<file path="src/rtl/mult_sched_pkg.sv">
// Shared types and constants for the round-robin multiplier scheduler.
package mult_sched_pkg;

    typedef enum logic [1:0] {
        StIdle = 2'd0,
        StRun  = 2'd1,
        StDone = 2'd2
    } state_e;

    localparam int unsigned DefWidth  = 8;
    localparam int unsigned DefNumReq = 4;

    // Width of a requester index; at least one bit.
    function automatic int unsigned id_width(input int unsigned n);
        return (n > 1) ? int'($clog2(n)) : 1;
    endfunction

endpackage

</file>
<file path="src/rtl/mult_rr_scheduler_if.sv">
// Request/response bundle between requesters and the shared multiplier.
interface mult_rr_scheduler_if
    import mult_sched_pkg::*;
#(
    parameter int unsigned NUM_REQ = DefNumReq,
    parameter int unsigned WIDTH   = DefWidth
);

    localparam int unsigned IdW = id_width(NUM_REQ);

    logic [NUM_REQ-1:0]       req_valid;
    logic [NUM_REQ*WIDTH-1:0] req_a;
    logic [NUM_REQ*WIDTH-1:0] req_b;
    logic [NUM_REQ-1:0]       req_ready;
    logic                     resp_valid;
    logic                     resp_ready;
    logic [2*WIDTH-1:0]       resp_product;
    logic [IdW-1:0]           resp_id;
    logic                     busy;

    // Requesters and the response consumer.
    modport master (
        output req_valid, req_a, req_b, resp_ready,
        input  req_ready, resp_valid, resp_product, resp_id, busy
    );

    // The scheduler itself.
    modport slave (
        input  req_valid, req_a, req_b, resp_ready,
        output req_ready, resp_valid, resp_product, resp_id, busy
    );

endinterface

</file>
<file path="src/rtl/rp_mult_iter.sv">
// Iterative shift-and-add multiplier datapath: one step per cycle while step_i is high.
module rp_mult_iter #(
    parameter int unsigned WIDTH = 8
) (
    input  logic               clk,
    input  logic               rst_n,
    input  logic               load_i,
    input  logic               step_i,
    input  logic [WIDTH-1:0]   a_i,
    input  logic [WIDTH-1:0]   b_i,
    output logic [2*WIDTH-1:0] product_o,
    output logic               zero_o
);

    logic [2*WIDTH-1:0] a_q, a_d;
    logic [2*WIDTH-1:0] acc_q, acc_d;
    logic [WIDTH-1:0]   b_q, b_d;

    // Load operands on accept, otherwise add-if-odd and shift on each step.
    always_comb begin
        a_d   = a_q;
        b_d   = b_q;
        acc_d = acc_q;
        if (load_i) begin
            a_d   = {{WIDTH{1'b0}}, a_i};
            b_d   = b_i;
            acc_d = '0;
        end else if (step_i) begin
            if (b_q[0]) begin
                acc_d = acc_q + a_q;
            end
            a_d = a_q << 1;
            b_d = b_q >> 1;
        end
    end

    // Datapath registers.
    always_ff @(posedge clk or negedge rst_n) begin
        if (!rst_n) begin
            a_q   <= '0;
            b_q   <= '0;
            acc_q <= '0;
        end else begin
            a_q   <= a_d;
            b_q   <= b_d;
            acc_q <= acc_d;
        end
    end

    // Multiplier will be exhausted after the step taken on this edge.
    assign zero_o    = ((b_q >> 1) == '0);
    assign product_o = acc_q;

endmodule

</file>
<file path="src/rtl/mult_rr_scheduler.sv">
// Round-robin arbiter + FSM sharing one iterative multiplier among NUM_REQ requesters.
module mult_rr_scheduler
    import mult_sched_pkg::*;
#(
    parameter int unsigned NUM_REQ = DefNumReq,
    parameter int unsigned WIDTH   = DefWidth
) (
    input logic                clk,
    input logic                rst_n,
    mult_rr_scheduler_if.slave bus
);

    localparam int unsigned    IdW      = id_width(NUM_REQ);
    localparam logic [IdW-1:0] LastInit = IdW'(NUM_REQ - 1);

    state_e             state_q, state_d;
    logic [IdW-1:0]     last_grant_q, id_q, grant_idx;
    logic               grant_vld, accept, load, step, iter_zero;
    logic [NUM_REQ-1:0] grant_oh;
    logic [WIDTH-1:0]   sel_a, sel_b;
    logic [2*WIDTH-1:0] product;

    // Round-robin search starting just after the last served requester.
    always_comb begin
        grant_vld = 1'b0;
        grant_idx = '0;
        for (int unsigned off = 1; off <= NUM_REQ; off++) begin
            if (!grant_vld && bus.req_valid[(32'(last_grant_q) + off) % NUM_REQ]) begin
                grant_vld = 1'b1;
                grant_idx = IdW'((32'(last_grant_q) + off) % NUM_REQ);
            end
        end
    end

    // One-hot form of the winner plus its operands.
    always_comb begin
        grant_oh = '0;
        if (grant_vld) begin
            grant_oh[grant_idx] = 1'b1;
        end
        sel_a = bus.req_a[grant_idx*WIDTH +: WIDTH];
        sel_b = bus.req_b[grant_idx*WIDTH +: WIDTH];
    end

    assign accept = (state_q == StIdle) && grant_vld;

    // FSM state register.
    always_ff @(posedge clk or negedge rst_n) begin
        if (!rst_n) begin
            state_q <= StIdle;
        end else begin
            state_q <= state_d;
        end
    end

    // FSM next-state logic; b==0 skips straight to the response.
    always_comb begin
        state_d = state_q;
        unique case (state_q)
            StIdle: begin
                if (accept) begin
                    state_d = (sel_b == '0) ? StDone : StRun;
                end
            end
            StRun: begin
                if (iter_zero) begin
                    state_d = StDone;
                end
            end
            StDone: begin
                if (bus.resp_ready) begin
                    state_d = StIdle;
                end
            end
            default: state_d = StIdle;
        endcase
    end

    // FSM outputs; grant is masked while reset is asserted.
    always_comb begin
        bus.req_ready  = '0;
        bus.resp_valid = 1'b0;
        bus.busy       = 1'b0;
        load           = 1'b0;
        step           = 1'b0;
        unique case (state_q)
            StIdle: begin
                bus.req_ready = rst_n ? grant_oh : '0;
                load          = accept;
            end
            StRun: begin
                bus.busy = 1'b1;
                step     = 1'b1;
            end
            StDone: begin
                bus.busy       = 1'b1;
                bus.resp_valid = 1'b1;
            end
            default: ;
        endcase
    end

    // Round-robin pointer and response ID, captured on accept.
    always_ff @(posedge clk or negedge rst_n) begin
        if (!rst_n) begin
            last_grant_q <= LastInit;
            id_q         <= '0;
        end else if (accept) begin
            last_grant_q <= grant_idx;
            id_q         <= grant_idx;
        end
    end

    rp_mult_iter #(
        .WIDTH(WIDTH)
    ) u_iter (
        .clk      (clk),
        .rst_n    (rst_n),
        .load_i   (load),
        .step_i   (step),
        .a_i      (sel_a),
        .b_i      (sel_b),
        .product_o(product),
        .zero_o   (iter_zero)
    );

    assign bus.resp_product = product;
    assign bus.resp_id      = id_q;

endmodule

</file>
<file path="src/flat_wrapper.sv">
// flat-port wrapper written by rule: the top's interface ports become plain ports
module mult_rr_scheduler_flat import mult_sched_pkg::*;
#(
    parameter int unsigned NUM_REQ = DefNumReq,
    parameter int unsigned WIDTH   = DefWidth
)
  (clk, rst_n, bus_req_valid, bus_req_a, bus_req_b, bus_resp_ready, bus_req_ready, bus_resp_valid, bus_resp_product, bus_resp_id, bus_busy);
  mult_rr_scheduler_if #(.NUM_REQ(NUM_REQ), .WIDTH(WIDTH)) bus_i ();
  input logic clk;
  input logic rst_n;
  input wire logic [$bits(bus_i.req_valid)-1:0] bus_req_valid;
  input wire logic [$bits(bus_i.req_a)-1:0] bus_req_a;
  input wire logic [$bits(bus_i.req_b)-1:0] bus_req_b;
  input wire logic [$bits(bus_i.resp_ready)-1:0] bus_resp_ready;
  output wire logic [$bits(bus_i.req_ready)-1:0] bus_req_ready;
  output wire logic [$bits(bus_i.resp_valid)-1:0] bus_resp_valid;
  output wire logic [$bits(bus_i.resp_product)-1:0] bus_resp_product;
  output wire logic [$bits(bus_i.resp_id)-1:0] bus_resp_id;
  output wire logic [$bits(bus_i.busy)-1:0] bus_busy;
  assign bus_i.req_valid = bus_req_valid;
  assign bus_i.req_a = bus_req_a;
  assign bus_i.req_b = bus_req_b;
  assign bus_i.resp_ready = bus_resp_ready;
  assign bus_req_ready = bus_i.req_ready;
  assign bus_resp_valid = bus_i.resp_valid;
  assign bus_resp_product = bus_i.resp_product;
  assign bus_resp_id = bus_i.resp_id;
  assign bus_busy = bus_i.busy;
  mult_rr_scheduler #(.NUM_REQ(NUM_REQ), .WIDTH(WIDTH)) u_core (.clk(clk), .rst_n(rst_n), .bus(bus_i));
endmodule
</file>
<file path="config.mk">
export PLATFORM = sky130hd
export DESIGN_NAME = mult_rr_scheduler_flat
export DESIGN_NICKNAME = d
export VERILOG_FILES = /design/src/rtl/mult_sched_pkg.sv /design/src/rtl/mult_rr_scheduler_if.sv /design/src/rtl/rp_mult_iter.sv /design/src/rtl/mult_rr_scheduler.sv /design/src/flat_wrapper.sv
export SDC_FILE = /design/constraint.sdc
export NUM_CORES = 1
export LEC_CHECK = 0
export BUFFER_PORTS_ARGS = -buffer_cell sky130_fd_sc_hd__buf_4
export CAP_MARGIN = 10
export CORE_MARGIN = 2
export CORE_UTILIZATION = 34
export CTS_CLUSTER_DIAMETER = 40
export DETAILED_ROUTE_END_ITERATION = 8
export GPL_ROUTABILITY_DRIVEN = 0
export GPL_TIMING_DRIVEN = 0
export PLACE_DENSITY_LB_ADDON = 0.15
export SLEW_MARGIN = 20
export SYNTH_ARGS = -nofsm -noshare
export SYNTH_HDL_FRONTEND = slang
export SYNTH_SLANG_ARGS = --single-unit
</file>
<file path="constraint.sdc">
create_clock -name clk -period 3.7 [get_ports clk]
set_clock_uncertainty 0.1 [all_clocks]
set_input_delay 0.37 -clock clk [delete_from_list [all_inputs] [get_ports clk]]
set_output_delay 0.37 -clock clk [all_outputs]
set_load 0.02 [all_outputs]
</file>
==> results.sh, run 1 <==
export IMPL_status="finished clean"
export IMPL_synth_distinct_cells=45
export IMPL_syn_inst=366
export IMPL_wl_per_cell_microns=14.1
export IMPL_pwr_share_seq=0.282
export IMPL_dp_cells=589
export IMPL_grt_ovfl_total=0
export IMPL_synthTopCellsByCount="mux2i_1 (46), nand2_1 (45), dfrtp_1 (44)"
export IMPL_io_buffers=94
export IMPL_antenna_found_initial=0
export IMPL_worst_setup_path_type="reg2out"
export IMPL_ios=95
export IMPL_max_cap_violations=0
export IMPL_rsz0062_at_grt="false"
export IMPL_ant_nets=0
export IMPL_drive_above_1_share=0.264
export IMPL_ys_seq_area_frac=0.351
export IMPL_worst_slew_pin_slew_ps=805
export IMPL_ir_drop_v=0.000291
export IMPL_ys_warn_count=0
export IMPL_critPathLaunchType="flop"
export IMPL_grt_pass1_vias=2882
export IMPL_async_flop_share=1.00
export IMPL_fmaxAchievable_mhz=337
export IMPL_hold_viol_final=0
export IMPL_switching_share=0.459
export IMPL_n_fill_cell=950
export IMPL_cp_data_required_time_ps=3230
export IMPL_maxSlewViolCount=0
export IMPL_worstSkewPairLatency_ps=310
export IMPL_grt_pass1_wl_mm=13.7
export IMPL_final_core_util=0.456
export IMPL_synth_top_area_share=0.335
export IMPL_drc=0
export IMPL_core_sq_um=9330
export IMPL_wirelength_mm=8.41
export IMPL_hold_buffers=1
export IMPL_die_h_microns=102
export IMPL_areaGrowthSynthToFinish_pct=29.4
export IMPL_fin_tns_setup_ps=0
export IMPL_route_vias_total=2970
export IMPL_synth_top_cell_by_area="dfrtp_1"
export IMPL_syn_avg_cell_area_sq_um=8.98
export IMPL_synth_flop_cell="dfrtp_1"
export IMPL_p_int_uw=1630
export IMPL_critical_path_arrival_ps=2500
export IMPL_maxSlewHeadroom=0.458
export IMPL_cts_sinks=46
export IMPL_yosysMostFrequentCell="mux2i_1"
export IMPL_finalNonFillerCells=598
export IMPL_cts_root_buffer="clkbuf_8"
export IMPL_clock_power_share=0.106
export IMPL_synth_seq_cells=46
export IMPL_drt_iter0_markers=99
export IMPL_period_minus_slack_ps=2970
export IMPL_cts_made_buffers=5
export IMPL_dp_hpwl_mm=6.46
export IMPL_setup_viol=0
export IMPL_clockBufferDepth=2
export IMPL_p_comb_frac=0.612
export IMPL_fin_crit_sh=0.802
export IMPL_die_x_microns=102
export IMPL_start_util=0.352
export IMPL_power_net_switching_uw=1380
export IMPL_synth_edf_count=0
export IMPL_fp_dieArea_sq_um=10500
export IMPL_cts_max_level=2
export IMPL_layout_nets=558
export IMPL_n_antenna_cell=0
export IMPL_hold_class="in2reg"
export IMPL_power_density_nw_per_um2=709
export IMPL_cts_tree="built"
export IMPL_post_cts_resize_count=0
export IMPL_cts_setup_buffers=0
export IMPL_p_leak_uw=0.00199
export IMPL_netlist_top_cells_area="dfrtp_1 (34%), mux2i_1 (14%), ha_1 (6.9%)"
export IMPL_worstPathMaxFanout=10
export IMPL_path_clk_slew_ps=100
export IMPL_synthesis_nets=456
export IMPL_worstSetupEndpointType="output pin"
export IMPL_first_pass_iters=4
export IMPL_synthesis_area_sq_um=3290
export IMPL_rows=35
export IMPL_viasPerCell=4.97
export IMPL_grt_use_total=0.164
export IMPL_grt_max_degree=48
-- routing by layer --
| metal | vias to the layer above | GRT usage | routed length, microns |
|---|---|---|---|
| li1 | 1502 | - | - |
| met1 | 1404 | 0.219 | 3940 |
| met2 | 57 | 0.281 | 4060 |
| met3 | 7 | 0.0198 | 316 |
| met4 | 0 | 0.0462 | 93 |
| met5 | - | 0 | 0 |
-- state kept, by name (all words and copies together), names as in the netlist --
| signal | cells |
|---|---|
| u_core.u_iter.product_o | 16 |
| u_core.last_grant_q | 2 |
| u_core.u_iter.b_q | 8 |
| u_core.bus.resp_id | 2 |
| u_core.u_iter.a_q | 16 |
| u_core.state_q | 2 |
-- worst max-delay path, stage by stage, from the launching register on --
cell      delay (ps)
dfstp_2          540
nand2b_1         130
o21ai_1           80
a211oi_1         320
buf_2            330
buf_2            310
inv_1             90
nor3_1           200
buf_4            180
-- logic make-up after synthesis --
kind of cell | after synthesis | share of synthesized area
compound gates | 85 | 0.151
simple gates | 120 | 0.177
fa+ha+maj | 19 | 0.0746
flops | 46 | 0.351
xor+xnor | 10 | 0.0267
mux | 55 | 0.171
buf+inv | 31 | 0.0487
-- power groups by stage --
stage	logic, uW	registers, uW	clock network, uW
finish	1850	851	320
CTS	1880	856	335
global placement	1840	861	0
detailed placement	1870	864	0
floorplan	1300	882	0
global route	2080	877	353
-- path summary, 6_finish.rpt --
kind                                            startpoint                          end  slack, ps  cells past startpoint
worst max register to register  u_core.u_iter.product_o[1]  u_core.u_iter.product_o[15]       1060                      9
worst min-delay path                         bus_req_a[11]         u_core.u_iter.a_q[3]        310                      5
worst min register to register       u_core.bus.resp_id[1]        u_core.bus.resp_id[1]        390                      2
worst max-delay path                u_core.last_grant_q[0]             bus_req_ready[2]        730                      8
min in group asynchronous                            rst_n  u_core.u_iter.product_o[12]        510                      2
max in group asynchronous                            rst_n         u_core.u_iter.a_q[3]       2590                      2
-- placed cells by master, fill, tap and decap left out, drive strengths merged, types with 3 or more instances in the layout --
master    n
a211oi    8
a21oi    36
buf     102
clkbuf   18
dfrtp    44
ha       18
inv      10
mux2      9
mux2i    46
nand2    45
nand2b    7
nand3    12
nand4     4
nor2     22
nor2b    12
nor3      7
o211ai    3
o21ai    25
or3       4
xnor2     9
-- per-stage QoR --
step | hold slack, ps | total power (uW) | area, sq um | setup WS [ps]
global route | 348 | 3310 | 4250 | 502
CTS | 307 | 3070 | 4250 | 691
floorplan | -25.6 | 2180 | 3290 | 1170
global placement | 327 | 2700 | 4150 | 1070
detailed placement | 327 | 2730 | 4150 | 1040
finish | 314 | 3020 | 4250 | 733
-- cell type report --
cell class | instances | area, sq um | share of cell area
clock buffer | 5 | 68.8 | 0.0162
tap | 129 | 161 | 0.0380
inverter | 10 | 37.5 | 0.00883
buffer | 21 | 123 | 0.0288
multi-input combinational | 289 | 1970 | 0.464
sequential | 46 | 1150 | 0.271
timing repair buffer | 95 | 716 | 0.168
clock inverter | 3 | 21.3 | 0.00500
Note: power is estimated with default switching activity, not from simulation.
==> run 2, diff against run 1 <==
--- a/config.mk
+++ b/config.mk
@@ -5,6 +5,7 @@
 export SDC_FILE = /design/constraint.sdc
 export NUM_CORES = 1
 export LEC_CHECK = 0
+export ABC_AREA = 1
 export BUFFER_PORTS_ARGS = -buffer_cell sky130_fd_sc_hd__buf_4
 export CAP_MARGIN = 10
 export CORE_MARGIN = 2
==> constraint.sdc (replaced) <==
create_clock -name clk -period 2.9 [get_ports clk]
set_clock_uncertainty 0.1 [all_clocks]
set_input_delay 0.29 -clock clk [delete_from_list [all_inputs] [get_ports clk]]
set_output_delay 0.29 -clock clk [all_outputs]
set_load 0.02 [all_outputs]
==> run 2 against run 1 <==
Effect of this change: worst setup slack got worse by 580 ps; largest cell class unchanged; first-iteration DRC count increased by 140%; area after synthesis increased by 7.3%; power increased by 75%; final cell count increased by 22%; sequential share of layout area decreased by 1.8 points; core utilization decreased by 0.84 points.
==> results.sh, run 2 <==
export IMPL_maxSlewViolCount=0
export IMPL_p_leak_uw=0.00228
export IMPL_critical_path_arrival_ps=2360
export IMPL_worstPathMaxFanout=10
export IMPL_start_util=0.346
export IMPL_syn_avg_cell_area_sq_um=7.18
export IMPL_synthesis_area_sq_um=3530
export IMPL_synthTopCellsByCount="nand2_1 (157), nand3_1 (58), dfrtp_1 (44)"
export IMPL_antenna_found_initial=0
export IMPL_route_vias_total=3681
export IMPL_hold_class="in2reg"
export IMPL_fp_dieArea_sq_um=11200
export IMPL_ys_warn_count=0
export IMPL_maxSlewHeadroom=0.604
export IMPL_status="finished clean"
export IMPL_ff2ff_setup_slack_ps=230
export IMPL_netlist_top_cells_area="dfrtp_1 (31%), nand2_1 (17%), nand3_1 (8.2%)"
export IMPL_path_clk_slew_ps=90
export IMPL_cts_root_buffer="clkbuf_8"
export IMPL_dp_hpwl_mm=7.97
export IMPL_final_common_cell="nand2_1"
export IMPL_cts_max_level=2
export IMPL_multi_input_area_sq_um=2180
export IMPL_drc=0
export IMPL_cts_made_buffers=5
export IMPL_worstSkewPairLatency_ps=290
export IMPL_first_pass_iters=4
export IMPL_period_minus_slack_ps=2750
export IMPL_syn_inst=491
export IMPL_io_buffers=94
export IMPL_worst_setup_path_type="reg2out"
export IMPL_ant_nets=0
export IMPL_n_antenna_cell=0
export IMPL_wirelength_mm=10.3
export IMPL_rows=37
export IMPL_synth_edf_count=0
export IMPL_switching_share=0.544
export IMPL_worst_slew_pin_slew_ps=594
export IMPL_hold_ws_ps=218
export IMPL_cp_data_required_time_ps=2510
export IMPL_areaGrowthSynthToFinish_pct=29.3
export IMPL_grt_use_total=0.183
export IMPL_cts_tree="built"
export IMPL_die_x_microns=106
export IMPL_rsz0062_at_grt="false"
export IMPL_core_sq_um=10200
export IMPL_drt_iter0_markers=233
export IMPL_synthesis_nets=581
export IMPL_ys_seq_area_frac=0.327
export IMPL_grt_pass1_vias=3565
export IMPL_async_flop_share=1.00
export IMPL_synth_distinct_cells=37
export IMPL_power_density_nw_per_um2=1160
export IMPL_ios=95
export IMPL_viasPerCell=5.04
export IMPL_hold_viol_final=0
export IMPL_layout_common_cells="nand2_1 (155), buf_4 (97), nand3_1 (57)"
export IMPL_synth_top_area_share=0.312
export IMPL_drive_above_1_share=0.274
export IMPL_n_fill_cell=1076
export IMPL_fmaxAchievable_mhz=364
export IMPL_ir_drop_v=0.000743
export IMPL_synth_flop_cell="dfrtp_1"
export IMPL_setup_viol=0
export IMPL_wl_per_cell_microns=14.0
export IMPL_critPathLaunchType="flop"
export IMPL_synth_seq_cells=46
export IMPL_worstSetupEndpointType="output pin"
export IMPL_grt_max_degree=48
export IMPL_clockBufferDepth=2
export IMPL_synth_top_cell_by_area="dfrtp_1"
export IMPL_power_net_switching_uw=2870
export IMPL_die_h_microns=106
export IMPL_fin_crit_sh=0.948
export IMPL_regArea_sq_um=1150
export IMPL_pwr_share_seq=0.196
export IMPL_p_int_uw=2400
export IMPL_grt_ovfl_total=0
export IMPL_final_core_util=0.448
export IMPL_clock_power_share=0.078
export IMPL_p_comb_frac=0.726
export IMPL_yosysMostFrequentCell="nand2_1"
export IMPL_grt_pass1_wl_mm=16.7
export IMPL_layout_nets=683
export IMPL_max_cap_violations=0
export IMPL_cts_sinks=46
run 2: cell count changes after synthesis, moves of 9 or more:
| cell | change |
|---|---|
| nand2_1 | +112 |
| nand2_2 | +13 |
| mux2_2 | -9 |
| inv_1 | +12 |
| nand4_1 | +22 |
| nor2b_1 | -12 |
| mux2i_1 | -46 |
| a21oi_1 | -17 |
| nand3_1 | +46 |
run 2: path summary, 6_finish.rpt:
kind,end,start,cells after the start
worst max-delay path,bus_req_ready[2],u_core.last_grant_q[0],14
worst min-delay path,u_core.u_iter.a_q[4],bus_req_a[12],5
worst max register to register,u_core.state_q[0],u_core.last_grant_q[0],20
worst min register to register,u_core.bus.resp_id[0],u_core.bus.resp_id[0],2
max in group asynchronous,u_core.u_iter.product_o[2],rst_n,2
min in group asynchronous,u_core.u_iter.product_o[11],rst_n,2
run 2: layer usage:
metal / wire (microns) / track usage
met3: 340 / 0.0216
met2: 5160 / 0.328
met1: 4610 / 0.232
met4: 142 / 0.0498
met5: 0 / 0
run 2: metrics by stage:
step | area [sq um] | total power, uW | setup TNS (ps) | worst slack (ps) | instances
2_1_floorplan | 3530 | 3740 | 0 | 235 | 491
3_3_place_gp | 4400 | 4710 | -9.97 | -9.97 | 721
3_5_place_dp | 4400 | 4770 | 0 | 15.7 | 721
4_1_cts | 4520 | 5230 | 0 | 68.3 | 731
5_1_grt | 4560 | 5800 | 0 | 14.6 | 730
6_report | 4560 | 5280 | 0 | 152 | 730
run 2: cells by family after synthesis:
family                     after synthesis  synth area share
and+or+nand+nor                        298             0.395
buffers and inverters                   49            0.0664
AOI/OAI and AO/OA                       70             0.119
DFF                                     46             0.327
xor gates and xnor gates                 9            0.0224
adders and majority gates               19            0.0696
run 2: critical path, cell delays in order (launching register included):
cell and delay [ps]:
dfstp_2 530, buf_6 130, inv_4 40, buf_6 150
nand2_2 60, nand2_2 60, nand2_2 90, nand2_2 80
nor2_4 120, nand3_4 110, nand2_4 130, nand2_4 80
buf_8 150, nor3_2 150, buf_4 160
run 2: what timing repair did:
| item | in CTS | in global routing |
|---|---|---|
| setup endpoints to repair | 4 | 7 |
| resized for setup | 2 | 11 |
| endpoints found under the hold margin | 44 | 0 |
| buffers inserted | 2 | 0 |
| pin swaps | 0 | 3 |
| hold buffers | 1 | 0 |
run 2: area by class of cell:
cell class,count,share of cell area
buffer,19,0.0272
clock buffer,7,0.0189
clock inverter,1,0.00110
inverter,28,0.0242
multi-input combinational,396,0.478
sequential,46,0.253
tap,136,0.0373
timing repair buffer,97,0.160
run 2: power groups by stage:
stage | registers [uW] | logic (uW) | clock network (uW)
floorplan | 1060 | 2690 | 0
global placement | 1040 | 3670 | 0
detailed placement | 1040 | 3720 | 0
CTS | 1030 | 3780 | 423
global route | 1060 | 4300 | 446
finish | 1030 | 3830 | 412
==> run 3, diff against run 2 <==
--- a/config.mk
+++ b/config.mk
@@ -8,8 +8,10 @@
 export ABC_AREA = 1
 export BUFFER_PORTS_ARGS = -buffer_cell sky130_fd_sc_hd__buf_4
 export CAP_MARGIN = 10
+export CELL_PAD_IN_SITES_DETAIL_PLACEMENT = 2
+export CELL_PAD_IN_SITES_GLOBAL_PLACEMENT = 2
 export CORE_MARGIN = 2
-export CORE_UTILIZATION = 34
+export CORE_UTILIZATION = 29
 export CTS_CLUSTER_DIAMETER = 40
 export DETAILED_ROUTE_END_ITERATION = 8
 export GPL_ROUTABILITY_DRIVEN = 0
==> run 3 against run 2 <==
Effect of this change: sequential cell count did not move; register-to-register slack got worse by 80 ps; critical path depth grew 1; largest cell class unchanged; largest power group unchanged.
==> results.sh, run 3 (same netlist as run 2, synthesis figures left out) <==
export IMPL_p_leak_uw=0.00238
export IMPL_max_cap_violations=0
export IMPL_layout_common_cells="nand2_1 (153), buf_4 (101), nand3_1 (57)"
export IMPL_hold_ws_ps=218
export IMPL_io_buffers=94
export IMPL_die_h_microns=114
export IMPL_drc=0
export IMPL_grt_use_total=0.207
export IMPL_worstPathMaxFanout=10
export IMPL_grt_pass1_wl_mm=21.4
export IMPL_hold_viol_final=0
export IMPL_hold_class="in2reg"
export IMPL_setup_viol=0
export IMPL_ios=95
export IMPL_ir_drop_v=0.000550
export IMPL_cp_data_required_time_ps=2510
export IMPL_grt_max_degree=48
export IMPL_fin_crit_sh=0.976
export IMPL_maxSlewViolCount=0
export IMPL_worstSetupEndpointType="output pin"
export IMPL_cts_tree="built"
export IMPL_wl_per_cell_microns=17.8
export IMPL_fmaxAchievable_mhz=353
export IMPL_grt_ovfl_total=0
export IMPL_dp_hpwl_mm=10.4
export IMPL_fin_tns_setup_ps=0
export IMPL_viasPerCell=5.21
export IMPL_start_util=0.295
export IMPL_final_area_sq_um=4780
export IMPL_drt_iter0_markers=103
export IMPL_antenna_found_initial=0
export IMPL_postPlaceCellArea_sq_um=4420
export IMPL_ant_nets=0
export IMPL_cts_sinks=46
export IMPL_critical_path_arrival_ps=2440
export IMPL_grt_pass1_vias=4302
export IMPL_finalNonFillerCells=749
export IMPL_n_antenna_cell=0
export IMPL_cts_max_level=2
export IMPL_worstSkewPairLatency_ps=290
export IMPL_route_vias_total=3904
export IMPL_cts_root_buffer="clkbuf_16"
export IMPL_power_density_nw_per_um2=1240
export IMPL_status="finished clean"
export IMPL_layout_nets=691
export IMPL_core_sq_um=12000
export IMPL_areaGrowthSynthToFinish_pct=35.6
export IMPL_rows=40
export IMPL_clockBufferDepth=2
export IMPL_drive_above_1_share=0.291
export IMPL_wirelength_mm=13.4
export IMPL_n_fill_cell=1408
export IMPL_worst_slew_pin_slew_ps=653
export IMPL_first_pass_iters=4
export IMPL_final_core_util=0.400
export IMPL_period_minus_slack_ps=2830
export IMPL_maxSlewHeadroom=0.565
export IMPL_worst_setup_path_type="reg2out"
export IMPL_die_x_microns=114
export IMPL_dp_cells=732
export IMPL_path_clk_slew_ps=70
export IMPL_critPathLaunchType="flop"
export IMPL_cts_made_buffers=5
export IMPL_final_common_cell="nand2_1"
export IMPL_fp_dieArea_sq_um=13100
==> run 3: report_power, final <==
group          switching [uW]  internal (uW)
clock network             263            391
logic                    2760           1500
registers                 170            868
total                    3190           2760
==> run 3: path summary, 6_finish.rpt <==
path,startpoint,endpoint,slack (ps),depth (start not counted)
hold reg to reg,u_core.bus.resp_id[0],u_core.bus.resp_id[0],390,2
hold / removal,bus_req_a[13],u_core.u_iter.a_q[5],220,5
max in group asynchronous,rst_n,u_core.u_iter.b_q[7],1800,2
setup / recovery,u_core.last_grant_q[0],bus_req_ready[0],70,15
min in group asynchronous,rst_n,u_core.u_iter.product_o[11],470,2
setup reg to reg,u_core.last_grant_q[0],u_core.state_q[0],150,21
==> run 3: what timing repair did <==
action,4_1_cts,5_1_grt
pin swaps,2,6
hold endpoints to repair,44,0
gates resized for setup,10,18
setup buffers,1,7
endpoints found under the setup margin,4,8
gates cloned,0,0
hold buffers,1,0
==> run 3: area by class of cell <==
class,count,area [sq um],share of cell area
Inverter,28,113,0.0236
Multi-Input combinational cell,396,2230,0.466
Buffer,21,145,0.0304
Sequential cell,46,1150,0.241
Tap cell,147,184,0.0385
Clock buffer,8,166,0.0348
Timing Repair Buffer,103,792,0.166
==> run 3: per-layer routing <==
| metal | global-route usage | share of wire | routed length [microns] |
|---|---|---|---|
| met4 | 0.0472 | 0.015 | 207 |
| met3 | 0.0254 | 0.024 | 314 |
| met2 | 0.384 | 0.53 | 7010 |
| met1 | 0.255 | 0.44 | 5820 |
| met5 | 0 | 0 | 0 |
==> run 3: critical path: stages (launching register included) <==
cell	delay, ps
dfstp_2	530
buf_6	110
inv_4	30
buf_6	150
nand2_2	70
nand2_2	60
nand2_2	110
nand2_4	70
nor2_4	140
nand3_4	110
buf_6	160
nand2_8	70
nand2_8	70
buf_8	150
nor3_2	160
buf_4	170
==> run 3: metrics by stage <==
step                      total power (uW)  setup WS (ps)
after CTS                             5750           2.77
after floorplan                       3740            235
after global placement                4840          -54.3
after global routing                  6510          -68.1
final                                 5950           70.0
after detailed placement              4990           -136
